### config.mk
export PLATFORM = sky130hd
export DESIGN_NAME = alu_arbiter
export DESIGN_NICKNAME = d
export VERILOG_FILES = /design/src/rtl/alu_arbiter_pkg.sv /design/src/rtl/alu_arbiter_execute.sv /design/src/rtl/alu_arbiter.sv
export SDC_FILE = /design/constraint.sdc
export NUM_CORES = 1
export LEC_CHECK = 0
export CAP_MARGIN = 20
export CORE_ASPECT_RATIO = 0.8
export CORE_UTILIZATION = 51
export CTS_BUF_LIST = sky130_fd_sc_hd__clkbuf_16
export CTS_CLUSTER_SIZE = 8
export DETAILED_ROUTE_END_ITERATION = 10
export DONT_BUFFER_PORTS = 1
export PLACE_DENSITY = 0.66
export SLEW_MARGIN = 20
export SYNTH_ARGS = -nofsm -noshare
export SYNTH_HDL_FRONTEND = slang
export SYNTH_SLANG_ARGS = --single-unit
export TNS_END_PERCENT = 1
### constraint.sdc
create_clock -name clk -period 8.93 [get_ports clk]
set_input_delay 2.679 -clock clk [delete_from_list [all_inputs] [get_ports clk]]
set_output_delay 2.679 -clock clk [all_outputs]
set_load 0.005 [all_outputs]
### src/rtl/alu_arbiter_pkg.sv
// Purpose: shared ALU op encodings and request payload type for the ALU arbiter
//          and its execute unit.
// Ports:   none (package).
package alu_arbiter_pkg;

    localparam int unsigned OPW  = 4;
    localparam int unsigned XLEN = 32;

    // ALU op encodings; any code not listed executes as ALU_ADD
    localparam logic [OPW-1:0] ALU_ADD    = 4'h0;
    localparam logic [OPW-1:0] ALU_SUB    = 4'h1;
    localparam logic [OPW-1:0] ALU_SLL    = 4'h2;
    localparam logic [OPW-1:0] ALU_SLT    = 4'h3;
    localparam logic [OPW-1:0] ALU_SLTU   = 4'h4;
    localparam logic [OPW-1:0] ALU_XOR    = 4'h5;
    localparam logic [OPW-1:0] ALU_SRL    = 4'h6;
    localparam logic [OPW-1:0] ALU_SRA    = 4'h7;
    localparam logic [OPW-1:0] ALU_OR     = 4'h8;
    localparam logic [OPW-1:0] ALU_AND    = 4'h9;
    localparam logic [OPW-1:0] ALU_PASS_B = 4'hA;

    // Per-requester payload at the default datapath width
    typedef struct packed {
        logic [OPW-1:0]  op;
        logic [XLEN-1:0] a;
        logic [XLEN-1:0] b;
    } alu_req_t;

endpackage

### src/rtl/alu_arbiter_execute.sv
// Purpose: combinational ALU shared by all requesters of alu_arbiter.
// Ports:   i_op    - ALU op code (ALU_*)
//          i_a     - operand A
//          i_b     - operand B
//          i_shamt - shift amount
//          o_result- combinational result
module execute
    import alu_arbiter_pkg::*;
#(
    parameter int unsigned DWIDTH = 32
) (
    input  logic [OPW-1:0]    i_op,
    input  logic [DWIDTH-1:0] i_a,
    input  logic [DWIDTH-1:0] i_b,
    input  logic [4:0]        i_shamt,
    output logic [DWIDTH-1:0] o_result
);

    // Result select; the default arm makes unknown codes behave as ADD
    always_comb begin
        o_result = i_a + i_b;
        case (i_op)
            ALU_SUB:    o_result = i_a - i_b;
            ALU_SLL:    o_result = i_a << i_shamt;
            ALU_SLT:    o_result = {{(DWIDTH-1){1'b0}}, ($signed(i_a) < $signed(i_b))};
            ALU_SLTU:   o_result = {{(DWIDTH-1){1'b0}}, (i_a < i_b)};
            ALU_XOR:    o_result = i_a ^ i_b;
            ALU_SRL:    o_result = i_a >> i_shamt;
            ALU_SRA:    o_result = DWIDTH'($signed(i_a) >>> i_shamt);
            ALU_OR:     o_result = i_a | i_b;
            ALU_AND:    o_result = i_a & i_b;
            ALU_PASS_B: o_result = i_b;
            default:    o_result = i_a + i_b;
        endcase
    end

endmodule

### src/rtl/alu_arbiter.sv
// Purpose: round-robin share of one execute ALU among NUM_REQ requesters, with a
//          single-entry registered valid/ready response channel.
// Ports:   clk, reset    - clock, synchronous active-high reset
//          req_valid_i   - per-requester request valid
//          req_ready_o   - per-requester accept (one-hot or zero)
//          req_op_i/a/b  - per-requester ALU op and operands
//          rsp_valid_o   - response register holds a result
//          rsp_ready_i   - consumer accepts the response
//          rsp_id_o      - requester that owns the result
//          rsp_result_o  - registered ALU result
module alu_arbiter
    import alu_arbiter_pkg::*;
#(
    parameter int unsigned DWIDTH  = 32,
    parameter int unsigned NUM_REQ = 2
) (
    input  logic                            clk,
    input  logic                            reset,
    input  logic [NUM_REQ-1:0]              req_valid_i,
    output logic [NUM_REQ-1:0]              req_ready_o,
    input  logic [NUM_REQ-1:0][OPW-1:0]     req_op_i,
    input  logic [NUM_REQ-1:0][DWIDTH-1:0]  req_a_i,
    input  logic [NUM_REQ-1:0][DWIDTH-1:0]  req_b_i,
    output logic                            rsp_valid_o,
    input  logic                            rsp_ready_i,
    output logic [$clog2(NUM_REQ)-1:0]      rsp_id_o,
    output logic [DWIDTH-1:0]               rsp_result_o
);

    localparam int unsigned IDW = $clog2(NUM_REQ);

    logic [IDW-1:0]    r_rr_ptr;
    logic              r_rsp_valid;
    logic [IDW-1:0]    r_rsp_id;
    logic [DWIDTH-1:0] r_rsp_result;

    logic              w_can_accept;
    logic              w_xfer;
    logic [IDW-1:0]    w_grant;
    logic [DWIDTH-1:0] w_result;

    // First valid index at or after ptr, wrapping modulo NUM_REQ
    function automatic logic [IDW-1:0] rr_pick(input logic [NUM_REQ-1:0] valid,
                                               input logic [IDW-1:0]     ptr);
        logic [IDW-1:0] pick;
        logic [IDW-1:0] idx;
        logic           found;
        pick  = '0;
        found = 1'b0;
        for (int unsigned i = 0; i < NUM_REQ; i++) begin
            idx = IDW'((32'(ptr) + i) % NUM_REQ);
            if (!found && valid[idx]) begin
                pick  = idx;
                found = 1'b1;
            end
        end
        return pick;
    endfunction

    // Output register frees up when empty or being popped this cycle
    assign w_can_accept = !r_rsp_valid || rsp_ready_i;
    assign w_grant      = rr_pick(req_valid_i, r_rr_ptr);
    assign w_xfer       = !reset && w_can_accept && (|req_valid_i);

    always_comb begin
        req_ready_o = '0;
        if (w_xfer) begin
            req_ready_o[w_grant] = 1'b1;
        end
    end

    execute #(
        .DWIDTH (DWIDTH)
    ) u_execute (
        .i_op     (req_op_i[w_grant]),
        .i_a      (req_a_i[w_grant]),
        .i_b      (req_b_i[w_grant]),
        .i_shamt  (req_b_i[w_grant][4:0]),
        .o_result (w_result)
    );

    // Response register with same-cycle replace; pointer advances past the winner
    always_ff @(posedge clk) begin
        if (reset) begin
            r_rr_ptr     <= '0;
            r_rsp_valid  <= 1'b0;
            r_rsp_id     <= '0;
            r_rsp_result <= '0;
        end else if (w_xfer) begin
            r_rr_ptr     <= IDW'((32'(w_grant) + 32'd1) % NUM_REQ);
            r_rsp_valid  <= 1'b1;
            r_rsp_id     <= w_grant;
            r_rsp_result <= w_result;
        end else if (rsp_ready_i) begin
            r_rsp_valid  <= 1'b0;
        end
    end

    assign rsp_valid_o  = r_rsp_valid;
    assign rsp_id_o     = r_rsp_id;
    assign rsp_result_o = r_rsp_result;

endmodule

==> metrics <==
status=completed; largest net degree at the start of global routing=69; Synth top area share=9.494%; layout cells sized above 1=8.134%; Critical Path AT=7.68 ns; syn avg cell area=6.679 um^2; total chip power=1.542 mW; Worst setup endpoint=rsp_result_o[29]$_SDFFE_PP0P_; worst-case clock buffer depth=2; Max-Cap Viols=0; placed insts=2107; LEAKAGE=5.297 nW; Post-synth EDFFs=0; count leader, synth=nand2_1; Net Count, Synth=2154; worst setup path class=in2reg; worst hold path type=reg2reg; CTS clock-pin slew for the worst setup and hold paths=0.06 ns; Fin. Hold Viols=0; Syn-to-layout area delta=0.2346%; initial core utilization=52.31%; synth unique cells=100; Synth area leader=ha_1; CTS resizes=0; largest family of logic cells by synthesized area=compound AO/OA/AOI/OAI gates; Setup crit end kind=flop; FF-to-FF path depth=16; Remaining DRCs=0; die height=143.6 um; core box area=24440 um^2; Post-Syn Area=12780 um^2; crit path max-delay cell type=nor2_4; reg2reg start=r_rr_ptr$_SDFFE_PP0P_; cell area after placement=12680 um^2; drt via density=7.377; Nets=2036; GRT Total Usage=47.66%; clk_lat worst skew=0.30 ns; area share of fa/ha/maj cells after synthesis=9.807%; vias in the first global route=14200; Root Driver=clkbuf_16; slew margin rel.=17.44%; Post-Layout Cell Count=2116; CP Launch Point=req_valid_i[0]; IO Port Bufs=0; worst r2r dst=rsp_result_o[29]$_SDFFE_PP0P_; count of state elements after synthesis=35; Syn Inst Count=1914; Hold Buf Count CTS=0; CTS Buf Count=5; XOR/XNOR share of the synthesized area=2.466%; Final setup viols=0; max incr delay on CP=0.75 ns; grt ovf=0; fmax=0.1336 GHz; final worst slack=1.445 ns; Syn. warnings=0; first-pass GRT wire length=91490 um; PwrDens=120.3 nW/um^2; RSZ-0062 raised after global routing=false; critical-path cell list=and2b_4, nor2_4, buf_4, mux2i_1, inv_1, ha_1, nor2b_1, o21ai_0, and3_1, nand2_1, o21ai_0, nand3_1, a311oi_2, mux2i_1, o221ai_1, o221a_2; final instance area=12810 um^2; hpwl dp=47560 um; ys flop type=dfxtp_1; FFs w/ async S/R, synth=0%; setup tns final=0 ns; RD Place Congestion=1.096; # rows=51; Post-Synth Simple-Gate Area=23.09%; Hold Startpoint=rsp_result_o[7]$_SDFFE_PP0P_; # Post-CTS Setup Buffers=0; initial antenna violation count=4; main area contributors after synthesis=ha_1, mux2i_1, nand2_1, a21oi_1, dfxtp_1; r2r setup slk=3.38 ns; routed length per instance=29.43 um; complex-gate fraction of the synthesized area=36.31%; Final Max Tran Viols=0; mux contribution to synthesized area=13.59%; CTS tree=done; clk sinks=35; H-tree depth=2; Max IR drop VDD=0.07664 mV; drt initial violations=2331; fin util=52.43%; WP data required=9.12 ns; I/O pin total=177; via count=15610; dpl ws=1.364 ns; final wirelength=62280 um; Seq/Total Area, Yosys=5.481%; crit share post-route=83.82%; most frequent cells after synthesis=nand2_1, a21oi_1, nor2_1, mux2i_1, o21ai_0; Max Fanout on Critical Path=24; Final Skew=0.005541 ns; Least-Margin Pin Slew=1.234 ns; die area=25710 um^2; 1st-pass router iterations=6; Die Wd=179.0 um; crit start category=input pin; fin crit period=7.485 ns; ANT nets after route=0; Hold WS=0.4835 ns
[worst min path at each step]
stage,endpoint,depth (start not counted),slack [ns]
after floorplan,rsp_result_o[11]$_SDFFE_PP0P_,2,0.43
after global placement,rsp_result_o[7]$_SDFFE_PP0P_,2,0.46
after detailed placement,rsp_result_o[7]$_SDFFE_PP0P_,2,0.46
after CTS,rsp_result_o[7]$_SDFFE_PP0P_,2,0.48
after global routing,rsp_result_o[11]$_SDFFE_PP0P_,2,0.51
final,rsp_result_o[7]$_SDFFE_PP0P_,2,0.48
[state kept, by name, indices dropped and copies added (netlist names)]
name and flops:
r_rr_ptr 1, rsp_id_o 1, rsp_result_o 32, rsp_valid_o 1
[routing by layer]
metal / up-vias / share of wire (%) / global-route usage [%]
li1: 6862 / - / -
met1: 7330 / 40 / 65.52
met3: 191 / 13 / 9.841
met2: 1224 / 41 / 69.99
met5: - / 0.021 / 0
met4: 2 / 5.8 / 23.19
[cell type report]
cell class / instances / area [um^2]
Timing Repair Buffer: 36 / 282.8
Multi-Input combinational cell: 1621 / 10930
Tap cell: 318 / 397.9
Sequential cell: 35 / 700.7
Fill cell: 2554 / 11630
Clock buffer: 5 / 125.1
Antenna cell: 3 / 7.507
Clock inverter: 1 / 3.754
Inverter: 97 / 364.1
[power breakdown]
| group | leakage [nW] | internal [mW] | total, mW | switching [mW] |
|---|---|---|---|---|
| Clock | 0.0670 | 0.0999 | 0.184 | 0.0843 |
| Combinational | 4.94 | 0.393 | 1.15 | 0.761 |
| Sequential | 0.291 | 0.179 | 0.203 | 0.0237 |
| Total | 5.30 | 0.672 | 1.54 | 0.869 |
[cell families after synthesis]
logic type,count (synthesis)
AND/OR/NAND/NOR,638
buffers and inverters,258
XOR/XNOR,36
adder cells (fa/ha/maj),99
flip-flops,35
multiplexers,160
AO/OA/AOI/OAI,688
[critical path: cells and delay by family]
family | cells | cell delay (ns)
compound gates | 5 | 1.66
simple gates | 6 | 1.60
mux | 2 | 0.65
fa+ha+maj | 1 | 0.58
buf+inv | 2 | 0.46
[layout by cell type, fill, tap and decap left out, drive strengths merged, types with 18 or more instances in the layout]
cell,n
a211oi,54
a21oi,193
a221oi,28
a31oi,38
and3,35
buf,36
dfxtp,35
ha,97
inv,97
mux2,39
mux2i,116
nand2,270
nand3,62
nor2,124
nor2b,40
nor3,36
o2111ai,18
o211ai,34
o21ai,123
o21bai,18
o22ai,24
xnor2,32
Note: power is estimated with default switching activity, not from simulation.
